File: src/rtl/addsub_seq.sv
// Multi-cycle WIDTH-bit adder/subtractor that ripples one CHUNK-bit slice per clock.
// The carry is held in a register between slices, so a narrow adder can serve wide operands.
`timescale 1ns/1ps
module addsub_seq #(
   parameter int WIDTH = 32,
   parameter int CHUNK = 16
) (
   input  logic             clk,
   input  logic             rst_n,
   input  logic             in_valid,
   output logic             in_ready,
   input  logic [WIDTH-1:0] a,
   input  logic [WIDTH-1:0] b,
   input  logic             sub,
   output logic             out_valid,
   input  logic             out_ready,
   output logic [WIDTH-1:0] result,
   output logic             co,
   output logic             zero,
   output logic             ovf
);

   localparam int NCHUNK = WIDTH / CHUNK;
   localparam int IDXW   = (NCHUNK > 1) ? $clog2(NCHUNK) : 1;
   localparam int SW     = CHUNK + 1;
   localparam int MSB    = WIDTH - 1;

   typedef enum logic [1:0] {IDLE, BUSY, DONE} state_t;

   state_t            state, state_nx;
   logic [WIDTH-1:0]  a_r, b_r, res_nx;
   logic              carry;
   logic [IDXW-1:0]   idx;
   logic [CHUNK:0]    slice;
   logic              last;
   logic              accept;

   assign in_ready  = (state == IDLE);
   assign out_valid = (state == DONE);
   assign accept    = (state == IDLE) && in_valid;
   assign last      = (idx == IDXW'(NCHUNK - 1));

   always_comb begin
      slice  = {1'b0, a_r[int'(idx) * CHUNK +: CHUNK]}
             + {1'b0, b_r[int'(idx) * CHUNK +: CHUNK]}
             + SW'(carry);
      res_nx = result;
      res_nx[int'(idx) * CHUNK +: CHUNK] = slice[CHUNK-1:0];
   end

   always_comb begin
      state_nx = state;
      case (state)
         IDLE:    if (in_valid)  state_nx = BUSY;
         BUSY:    if (last)      state_nx = DONE;
         DONE:    if (out_ready) state_nx = IDLE;
         default:                state_nx = IDLE;
      endcase
   end

   always_ff @(posedge clk) begin
      if (!rst_n) state <= IDLE;
      else        state <= state_nx;
   end

   always_ff @(posedge clk) begin
      if (!rst_n) begin
         a_r    <= '0;
         b_r    <= '0;
         carry  <= 1'b0;
         idx    <= '0;
         result <= '0;
         co     <= 1'b0;
         zero   <= 1'b0;
         ovf    <= 1'b0;
      end else if (accept) begin
         a_r   <= a;
         b_r   <= sub ? ~b : b;
         carry <= sub;
         idx   <= '0;
      end else if (state == BUSY) begin
         result <= res_nx;
         carry  <= slice[CHUNK];
         idx    <= idx + 1'b1;
         if (last) begin
            co   <= slice[CHUNK];
            zero <= (res_nx == '0);
            // b_r holds ~b for sub, so one sign test covers both add and sub overflow
            ovf  <= (a_r[MSB] == b_r[MSB]) && (res_nx[MSB] != a_r[MSB]);
         end
      end
   end

endmodule

File: config.mk
export PLATFORM = sky130hd
export DESIGN_NAME = addsub_seq
export DESIGN_NICKNAME = d
export VERILOG_FILES = /design/src/rtl/addsub_seq.sv
export SDC_FILE = /design/constraint.sdc
export NUM_CORES = 1
export LEC_CHECK = 0
export CAP_MARGIN = 15
export CORE_MARGIN = 4
export CORE_UTILIZATION = 46
export CTS_CLUSTER_DIAMETER = 60
export DETAILED_ROUTE_END_ITERATION = 10
export GPL_ROUTABILITY_DRIVEN = 0
export PLACE_DENSITY = 0.75
export SYNTH_ARGS = -nofsm -noshare
export SYNTH_HDL_FRONTEND = slang
export SYNTH_SLANG_ARGS = --single-unit
File: constraint.sdc
create_clock -name clk -period 3.5 [get_ports clk]
set_clock_uncertainty 0.15 [all_clocks]
set_input_delay 0.35 -clock clk [delete_from_list [all_inputs] [get_ports clk]]
set_output_delay 0.35 -clock clk [all_outputs]
set_load 0.05 [all_outputs]
Word level (Yosys, flattened, before mapping). Cells that the tools add are included.

Bits in registers: 103. Input port bits: 69. Output and inout bits: 37. Logic and storage cells: 44.

$add $sub $neg: 4. Equal/unequal tests: 7. Shift-type cells: 4. Muxes and demuxes: 8. Bitwise operators: 3. Reduce and logical (&&, ||, !) cells: 9.

Operator list (count): $shiftx 32x6->16 (2); $neg 5->33 (1); $shift 16x33->32 const A (1); $shiftx 16x33->32 (1); $bwmux 32 (1); $logic_not 32->1 (1); $mux 32 (1); $not 32->32 (1); $add 16x16->17 (1); $add 17x1->17 (1); $mux 2 (3); $pmux 2 s3 (1); $reduce_and 3->1 (2); $ne 2x2->1 const B (2); $eq 2x1->1 const B (1); $eq 2x2->1 const B (1); $logic_and 1x1->1 (2); $logic_not 2->1 (1); $mux 1 (2); $ne 2x1->1 const B (1); $not 1->1 (2); $reduce_and 2->1 (1); $reduce_bool 2->1 (1); $reduce_or 2->1 (1); other kinds (3) (3).

Logic depth before layout (Yosys ltp). Gate-level depths: netlist of run 1.

Depth in word-level cells: 7. Gate-level depth with buffers: 14. Gate-level depth less buffers: 12.

Least setup slack after synthesis of run 1. OpenSTA, ideal clock, no wires.

Path type: register -> register. From: reg idx. To: reg zero. Setup time: 0.057 ns. Arrival: 3.358 ns. Data required time: 3.293 ns. Slack: -0.065 ns. Cell stages (with the launch flop): 15. Buffers on the path: 2. Clock period less this slack: 3.565 ns. Cell sequence: dfxtp_1 > clkbuf_1 > buf_1 > mux2i_1 > fa_1 > inv_1 > fa_1 > a21oi_1 > o211ai_2 > a21oi_2 > xnor2_1 > or3_2 > a211oi_1 > and4bb_1 > a21o_1.

Longest elaborated chain between the ends: 6. Elaborated cells on any way between the ends: 10. Classes of those cells: add/sub (3); shift (4); mux (1); reduce/logical (2).

RTL lines: start: declaration (line 33) `logic [IDXW-1:0] idx;`; start signal: assignment (line 84) `idx <= idx + 1'b1;`; $shiftx 32x6->16 (on tied branches) (line 44, 45); $add 16x16->17 (line 45) `+ {1'b0, b_r[int'(idx) * CHUNK +: CHUNK]}`; $add 17x1->17 (line 46) `+ SW'(carry);`; $shiftx 16x33->32 (line 48) `res_nx[int'(idx) * CHUNK +: CHUNK] = slice[CHUNK-1:0];`; $bwmux 32 (line 48); $logic_not 32->1 (line 87) `zero <= (res_nx == '0);`; end signal: assignment (line 87); end: declaration (line 19) `output logic zero,`.

Several ways; a longest one is shown, not always the timed one. A chain may end at the register's enable or synchronous reset.

Worst setup path in the final report of run 1.
From: reg idx. To: reg ovf.

Longest elaborated chain between the ends: 7. Elaborated cells on any way between the ends: 11. Classes of those cells: add/sub (3); eq/ne (1); shift (4); mux (1); reduce/logical (2).

RTL lines: $shiftx 32x6->16 (on tied branches) (line 44, 45); $add 16x16->17 (line 45); $add 17x1->17 (line 46); $shiftx 16x33->32 (line 48); $bwmux 32 (line 48); $ne 1x1->1 (line 89) `ovf <= (a_r[MSB] == b_r[MSB]) && (res_nx[MSB] != a_r[MSB]);`; $logic_and 1x1->1 (line 89); end signal: assignment (line 89); end: declaration (line 20) `output logic ovf`.

Several ways; a longest one is shown, not always the timed one.

==> results of run 1 <==
[where the power goes]
group          leakage (nW)  total [mW]  switching, mW  internal, mW
Clock                 0.109       0.779          0.418         0.362
Sequential            0.845        1.31         0.0541          1.25
Combinational          1.45       0.725          0.413         0.313
[per-layer routing]
layer | track usage | vias up
met4 | 0.0929 | 0
li1 | - | 2209
met2 | 0.314 | 125
met3 | 0.0410 | 33
met1 | 0.268 | 1962
met5 | 0 | -
[path summary, 6_finish.rpt]
check | start | to | slack [ns] | cells past startpoint
worst min register to register | a_r[12] | a_r[12] | 0.31 | 2
worst max-delay path | idx | ovf | 0.17 | 11
worst max register to register | idx | ovf | 0.17 | 11
worst min-delay path | a_r[12] | a_r[12] | 0.31 | 2
[kinds of logic (layout without fill, tap and decap cells)]
family | after synthesis | count (layout) | share of synthesized area
AOI/OAI and AO/OA | 139 | 139 | 0.175
DFF | 103 | 103 | 0.414
buffers and inverters | 48 | 137 | 0.0362
and+or+nand+nor | 212 | 212 | 0.178
muxes | 32 | 32 | 0.0718
xor gates and xnor gates | 45 | 45 | 0.0791
adders and majority gates | 17 | 17 | 0.0457
[flip-flops by register name, indices dropped and copies added (netlist names)]
signal	count
result	32
b_r	32
idx	1
co	1
state	2
carry	1
ovf	1
a_r	32
zero	1
[critical path: cells and delay by family, from the launching register on]
family / cells / cell delay, ns
AOI/OAI and AO/OA: 5 / 1.05
buffers and inverters: 1 / 0.20
muxes: 1 / 0.35
xor gates and xnor gates: 1 / 0.20
and+or+nand+nor: 2 / 0.51
DFF: 1 / 0.43
adders and majority gates: 1 / 0.36
[cells in the final DEF, fill, tap and decap left out, types with 5 or more instances in the layout]
cell / synthesis / layout
ha_1: 15 / 15
xnor2_1: 41 / 40
nand3_1: 5 / 5
dfxtp_1: 103 / 102
clkbuf_8: 0 / 10
nor2_1: 56 / 56
nand2_1: 119 / 119
nor3_1: 5 / 5
mux2_2: 30 / 30
clkdlybuf4s50_1: 0 / 104
a211oi_1: 38 / 38
inv_1: 8 / 8
a21oi_1: 71 / 70
a21o_1: 5 / 5
o21ai_0: 5 / 5
[metrics by stage]
| stage | std cells | util | cell area [um2] | hold WS, ns | total power [mW] |
|---|---|---|---|---|---|
| 2_1_floorplan | 596 | - | 4980 | 0.283 | 1.80 |
| 3_5_place_dp | 804 | 0.588 | 6120 | 0.296 | 2.04 |
| 3_3_place_gp | 804 | 0.588 | 6120 | 0.292 | 2.03 |
| 5_1_grt | 821 | 0.613 | 6390 | 0.328 | 2.96 |
| 4_1_cts | 820 | 0.609 | 6340 | 0.313 | 2.82 |
| 6_report | 821 | 0.613 | 6390 | 0.310 | 2.81 |
[area by class of cell]
cell class	instances	area, um2	share of cell area
multi-input cells	445	2760	0.432
flip-flops and latches	103	2060	0.323
repair buffers	112	1140	0.179
well taps	136	170	0.0266
clock buffers	10	138	0.0216
clock inverters	6	76.3	0.0120
inverters	9	33.8	0.00529
==> metrics.yaml, run 1 <==
setup_ws_ns: 0.174
required_ns: 3.65
worstPathCellList: "buf_12, mux2_2, ha_1, a21o_1, a31o_1, or3_1, o211ai_2, o21ai_1, xor2_2, nand3b_1, a31oi_1"
cp.arrival_ns: 3.47
core.rowCount: 37
start_util: 0.478
hold_path_class: "flop to flop"
dr.pass1.iters: 4
period_needed_ns: 3.33
critPathSlowestCell: "dfxtp_2"
drt-met1-wl_mm: 5.69
cts_tree: "yes"
synthCells: 596
top_layer_used: "met4"
cts_setup_buffers: 0
die_h_um: 112
grt_pass1_wl_mm: 21.1
maxSlewHeadroom: 0.338
final_hold_viol_count: 0
n_fill_cell: 926
drtIter0Drc: 194
drive_gt1_frac: 0.102
avgViaCountPerCell: 5.27
synthArstFlopShare: 0
tightest_slew_ns: 0.989
area_growth_pct: 28.1
wl_met3_um: 707
maxCapViolations: 0
start_kind: "flop"
ys_warn_count: 0
synth_top_area_frac: 0.414
ctsHoldBuffers: 0
synth_top_flop_cell: "dfxtp_1"
grt_max_degree: 99
clk_pin_slew_ns: 0.10
yosysSeqAreaShare: 0.414
cts_buffer_depth: 2
avgSynthCellArea_um2: 8.36
fmax_mhz: 301
nNetsFinal: 766
rsz0062_at_grt: "false"
antennaDiodeCount: 0
max_stage_delay_ns: 0.43
die_w_um: 112
die_area_um2: 12600
synth_edf_count: 0
drc: 0
vias: 4329
critPathCaptureType: "flop"
clk_latency_ns: 0.37
root_buffer: "clkbuf_8"
ioPinCount: 106
min_period_over_period: 0.950
synth_nets: 682
grt_pass1_vias: 4393
cp_max_fo: 23
finalSetupViolCount: 0
wirelength_mm: 12.5
grt_usage: 0.201
clock-sinks: 103
wire_per_inst_um: 15.2
ys_top_cells_by_count: "nand2_1, dfxtp_1, a21oi_1, nor2_1, xnor2_1"
synthesis.area_um2: 4980
p_leak_nw: 2.41
synth.area.top_cells: "dfxtp_1, nand2_1, xnor2_1"
final_antenna_net_count: 0
maxSlewViolCount: 0
outcome: "complete, no violations"
fp.coreArea_um2: 10400
ys_ff_latch: 103
portBuffers: 105
cts_resized: 0
crit_type: "flop to flop"
antenna_found_initial: 0
cts_made_buffers: 9
tns_ns: 0
p_per_area_nw_per_um2: 441
synth_largest_area_cell: "dfxtp_1"
yosys.cell_count.top_type: "nand2_1"
grt_overflow: 0
ctsHtreeMaxLevel: 3
place_hpwl_mm: 9.39
post-place-ws_ns: 0.0663
peakVddDrop_mv: 0.215
wl_met2_mm: 5.71
ys_types: 46
Power figures use the tool's default switching activity.
==> run 2: changes to the inputs <==
--- a/config.mk
+++ b/config.mk
@@ -10,8 +10,8 @@
 export CORE_UTILIZATION = 46
 export CTS_CLUSTER_DIAMETER = 60
 export DETAILED_ROUTE_END_ITERATION = 10
-export GPL_ROUTABILITY_DRIVEN = 0
 export PLACE_DENSITY = 0.75
+export RECOVER_POWER = 100
 export SYNTH_ARGS = -nofsm -noshare
 export SYNTH_HDL_FRONTEND = slang
 export SYNTH_SLANG_ARGS = --single-unit
==> run 2 against run 1 <==
Effect of this change: first-iteration DRC count grew 3.6%; wire length is essentially flat; critical endpoint unchanged; core utilization shrank 0.47 points; the run now ends with capacitance limit, slew limit left; non-clock buffer count is the same.
==> metrics.yaml, run 2 (same netlist as run 1, synthesis figures left out) <==
n_fill_cell: 938  # +1.3%
clock-sinks: 103  # unchanged
die_h_um: 112  # unchanged
fp.coreArea_um2: 10400  # unchanged
grt_pass1_wl_mm: 20.9  # -1.2%
final_core_util: 0.608  # -0.00469
fmax_mhz: 298  # -0.76%
hp-start: "result[26]"
die_area_um2: 12600  # unchanged
p_leak_nw: 2.50  # +4.0%
hold-worst-slack_ns: 0.308  # -0.00200 ns
critPathSlowestCell: "dfxtp_2"
ctsHoldBuffers: 0  # unchanged
cts_tree: "yes"
portBuffers: 105  # unchanged
gp_congestion: 0.875
rr_endpoint: "ovf"
start_util: 0.478  # unchanged
dp.cells: 804  # unchanged
grt_usage: 0.201  # -0.000249
drtIter0Drc: 201  # +3.6%
tns_ns: 0  # unchanged
cp.arrival_ns: 3.45  # -0.02 ns
vias: 4302  # -0.62%
tightest_slew_ns: 1.72  # +0.731 ns
r2r_setup_slack_ns: 0.15  # -0.03 ns
reg_top3: "a_r: 32 flops, b_r: 32 flops, result: 32 flops"
grt_max_degree: 99  # unchanged
maxSlewHeadroom: -0.147  # -0.485
final_cell_mix: "nand2_1, dfxtp_1, a21oi_1, clkdlybuf4s50_1, nor2_1"
max_stage_delay_ns: 0.41  # -0.02 ns
cts_buffer_depth: 2  # unchanged
antenna_found_initial: 0  # unchanged
r2r_cells: 11  # unchanged
violations: "capacitance limit, slew limit"
ioPinCount: 106  # unchanged
peakVddDrop_mv: 0.181  # -16%
area_growth_pct: 27.2
hold_end: "result[26]"
dr.pass1.iters: 4  # unchanged
place_hpwl_mm: 9.53  # +1.5%
finalPower_mw: 2.74  # -2.7%
critPathCaptureType: "flop"
dpl_cell_area_um2: 6120  # unchanged
start_kind: "flop"
whs_path_depth: 2  # unchanged
p_per_area_nw_per_um2: 432  # -2.0%
core.rowCount: 37  # unchanged
required_ns: 3.60  # -0.05 ns
maxSlewViolCount: 99  # +99
cts_made_buffers: 9  # unchanged
grt_overflow: 0  # unchanged
root_buffer: "clkbuf_8"
hold_path_class: "flop to flop"
ctsHtreeMaxLevel: 3  # unchanged
maxCapViolations: 1  # +1
min_period_over_period: 0.958  # +0.00726
nNetsFinal: 766  # unchanged
period_needed_ns: 3.35  # +0.0254 ns
drc: 0  # unchanged
drive_gt1_frac: 0.0993  # -0.00292
worstPathCellList: "buf_4, mux2_2, ha_1, a21o_1, a31o_1, or3_1, o211ai_2, o21ai_1, xor2_2, nand3b_1, a31oi_1"
timing.rr.start: "idx"
crit_type: "flop to flop"
clk_latency_ns: 0.37  # about the same
setup_ws_ns: 0.148  # -0.0254 ns
outcome: "complete, but fails checks"
wirelength_mm: 12.5  # about the same
finalNonFillerCells: 821  # unchanged
rsz0062_at_grt: "false"
die_w_um: 112  # unchanged
antennaDiodeCount: 0  # unchanged
avgViaCountPerCell: 5.24  # -0.62%
final_antenna_net_count: 0  # unchanged
cp_max_fo: 14  # -39%
grt_pass1_vias: 4200  # -4.4%
design_area_um2: 6340  # -0.76%
clk_pin_slew_ns: 0.11  # about the same
wire_per_inst_um: 15.2  # about the same
post-place-ws_ns: 0.0343  # -0.0320 ns
final_common_cell: "nand2_1"
finalSetupViolCount: 0  # unchanged
final_hold_viol_count: 0  # unchanged
==> run 2: changes by cell type in the layout (fill, tap and decap cells not counted), sizes merged <==
cell,previous run,this run
bufinv,1,0
buf,8,7
dlygate4sd3,0,37
clkdlybuf4s50,104,67
clkinv,3,2
inv,11,12
clkbuf,10,11
clkinvlp,0,1
==> run 2: worst max-delay path by stage <==
stage / to / startpoint / slack, ns
2_1_floorplan: zero / idx / 0.02
3_3_place_gp: ovf / idx / 0.14
3_5_place_dp: ovf / idx / 0.03
4_1_cts: ovf / idx / 0.02
5_1_grt: zero / idx / 0.003
6_report: ovf / idx / 0.15
==> run 2: power breakdown <==
| group | leakage [nW] | internal [mW] | switching (mW) | total (mW) |
|---|---|---|---|---|
| clock | 0.0952 | 0.288 | 0.422 | 0.711 |
| sequential | 0.845 | 1.25 | 0.0499 | 1.30 |
| combinational | 1.56 | 0.305 | 0.416 | 0.721 |
==> run 2: worst max-delay path: cells and delay by family, from the launching register on <==
| family | cells | cell delay, ns |
|---|---|---|
| compound gates | 5 | 0.95 |
| xor+xnor | 1 | 0.27 |
| fa+ha+maj | 1 | 0.36 |
| buf+inv | 1 | 0.25 |
| flops | 1 | 0.41 |
| mux | 1 | 0.36 |
| simple gates | 2 | 0.48 |
==> run 2: what timing repair did <==
item / in CTS / in global routing
endpoints found under the setup margin: 0 / 8
buffers inserted: 0 / 0
gates resized for setup: 0 / 4
==> run 2: layer usage <==
layer | up-vias | wire length (um) | share of wire | track usage
met2 | 101 | 5960 | 0.48 | 0.339
li1 | 2207 | - | - | -
met3 | 15 | 634 | 0.051 | 0.0350
met4 | 0 | 144 | 0.012 | 0.0513
met5 | - | 0 | 0 | 0
met1 | 1979 | 5730 | 0.46 | 0.268
==> run 2: layout make-up <==
class	count	area, um2	area share
well taps	136	170	0.0269
inverters	9	33.8	0.00533
multi-input cells	445	2750	0.435
repair buffers	112	1130	0.178
clock inverters	6	50.0	0.00790
flip-flops and latches	103	2060	0.326
clock buffers	10	138	0.0217
==> run 3: changes to the inputs <==
--- a/config.mk
+++ b/config.mk
@@ -6,8 +6,10 @@
 export NUM_CORES = 1
 export LEC_CHECK = 0
 export CAP_MARGIN = 15
+export CELL_PAD_IN_SITES_DETAIL_PLACEMENT = 1
+export CELL_PAD_IN_SITES_GLOBAL_PLACEMENT = 1
 export CORE_MARGIN = 4
-export CORE_UTILIZATION = 46
+export CORE_UTILIZATION = 34
 export CTS_CLUSTER_DIAMETER = 60
 export DETAILED_ROUTE_END_ITERATION = 10
 export PLACE_DENSITY = 0.75
==> run 3 against run 2 <==
Effect of this change: via count is 2.6% higher; core utilization is 15 points lower; largest power group unchanged; setup slack better by 0.039 ns; worst hold slack worse by 0.0054 ns; final cell count is 5.4% higher; flip-flop and latch count stayed put; the flow finishes with violations (capacitance limit); largest cell class unchanged.
==> metrics.yaml, run 3 (same netlist as run 1, synthesis figures left out) <==
outcome: "complete, but fails checks"
violations: "capacitance limit"
drc: 0  # unchanged
core.rowCount: 43  # +16%
maxSlewViolCount: 0  # -100%
dpl_cell_area_um2: 6190  # +1.1%
r2r_cells: 11  # unchanged
dr.pass1.iters: 4  # unchanged
reg_top3: "a_r: 32 flops, b_r: 32 flops, result: 32 flops"
crit_type: "flop to flop"
drive_gt1_frac: 0.0920  # -0.00730
gp_congestion: 0.871  # -0.53%
place_hpwl_mm: 11.0  # +16%
cts_setup_buffers: 0  # unchanged
avgViaCountPerCell: 5.10  # -2.7%
vias: 4412  # +2.6%
p_leak_nw: 2.56  # +2.1%
design_area_um2: 6510  # +2.8%
portBuffers: 105  # unchanged
die_w_um: 129  # +15%
root_buffer: "clkbuf_16"
n_fill_cell: 1684  # +80%
min_period_over_period: 0.947  # -0.0112
final_cell_mix: "nand2_1, dfxtp_1, a21oi_1, clkdlybuf4s50_1, nor2_1"
cts_tree: "yes"
grt_pass1_vias: 4666  # +11%
area_growth_pct: 30.7
maxCapViolations: 1  # unchanged
ctsHoldBuffers: 0  # unchanged
timing.rr.start: "idx"
fmax_mhz: 302  # +1.2%
grt_pass1_wl_mm: 23.6  # +13%
final_hold_viol_count: 0  # unchanged
wirelength_mm: 14.6  # +17%
post-place-ws_ns: 0.0108  # -0.0234 ns
fp.coreArea_um2: 14100  # +35%
whs_path_depth: 2  # unchanged
critical_path.startpoint: "idx"
ctsHtreeMaxLevel: 3  # unchanged
critPathCaptureType: "flop"
hold_path_class: "flop to flop"
antennaDiodeCount: 0  # unchanged
start_kind: "flop"
ioPinCount: 106  # unchanged
nNetsFinal: 766  # unchanged
start_util: 0.354  # -0.125
wire_per_inst_um: 16.9  # +11%
final_antenna_net_count: 0  # unchanged
tns_ns: 0  # unchanged
cp.arrival_ns: 3.46  # about the same
die_area_um2: 16700  # +33%
clock-sinks: 103  # unchanged
grt_usage: 0.179  # -0.0221
antenna_found_initial: 0  # unchanged
rr_endpoint: "zero"
final_common_cell: "nand2_1"
clk_pin_slew_ns: 0.07  # -0.04 ns
cts_buffer_depth: 2  # unchanged
p_per_area_nw_per_um2: 468  # +8.4%
peakVddDrop_mv: 0.224  # +23%
grt_overflow: 0  # unchanged
finalSetupViolCount: 0  # unchanged
maxSlewHeadroom: 0.00216  # +0.149
period_needed_ns: 3.31  # -0.0391 ns
rsz0062_at_grt: "false"
die_h_um: 129  # +15%
r2r_setup_slack_ns: 0.19  # +0.04 ns
final_core_util: 0.462  # -0.146
setup_ws_ns: 0.187  # +0.0391 ns
clk_latency_ns: 0.35  # -0.02 ns
grt_max_degree: 99  # unchanged
crit_end: "zero"
tightest_slew_ns: 1.50  # -0.223 ns
required_ns: 3.65  # +0.05 ns
cp_max_fo: 16  # +2
cts_made_buffers: 9  # unchanged
drtIter0Drc: 178  # -11%
[run 3: cell count changes in the layout (fill, tap and decap cells not counted), sizes merged]
cell / change
inv: -3
clkdlybuf4s50: -1
buf: -1
clkbuf: +4
dlygate4sd3: +1
clkinv: -1
bufinv: +1
[run 3: power breakdown]
part / leakage, nW / total [mW] / internal [mW] / switching [mW]
sequential: 0.845 / 1.31 / 1.26 / 0.0525
combinational: 1.57 / 0.744 / 0.307 / 0.437
clock: 0.140 / 0.997 / 0.574 / 0.423
[run 3: worst min path at each step]
stage,slack [ns],from,endpoint
4_1_cts,0.31,result[29],result[29]
6_report,0.30,result[29],result[29]
3_3_place_gp,0.29,a_r[13],a_r[13]
2_1_floorplan,0.28,a_r[17],a_r[17]
5_1_grt,0.33,a_r[26],a_r[26]
3_5_place_dp,0.30,result[29],result[29]
[run 3: cell type report]
type / count / area (um2) / area share
Multi-Input combinational cell: 445 / 2760 / 0.424
Sequential cell: 103 / 2060 / 0.317
Timing Repair Buffer: 112 / 1140 / 0.175
Clock buffer: 13 / 250 / 0.0384
Tap cell: 180 / 225 / 0.0346
Clock inverter: 3 / 42.5 / 0.00653
Inverter: 9 / 33.8 / 0.00519
[run 3: critical path: stages, from the launching register on]
cell      delay (ns)
dfxtp_2         0.41
buf_12          0.17
mux2_1          0.38
fa_1            0.49
a21oi_2         0.21
o211ai_2        0.14
a21oi_2         0.15
xnor2_1         0.13
or3_2           0.47
a211oi_1        0.22
and4bb_1        0.23
a21o_1          0.11
[run 3: repair_timing]
action	4_1_cts	5_1_grt
resized for setup	1	3
gates cloned	0	0
endpoints found under the hold margin	0	0
pin swaps	0	0
endpoints found under the setup margin	1	6
[run 3: per-stage QoR]
stage	hold WS [ns]	total power, mW	cells
final	0.303	3.05	865
after global routing	0.330	3.20	865
after CTS	0.311	3.08	864
after detailed placement	0.302	2.08	848
after global placement	0.289	2.05	848
after floorplan	0.283	1.80	596
[run 3: layer usage]
metal,vias up,track usage,wire (um)
met5,-,0,0
met4,0,0.0371,151
met3,13,0.0466,619
met2,84,0.303,7270
met1,2105,0.230,6600
li1,2210,-,-
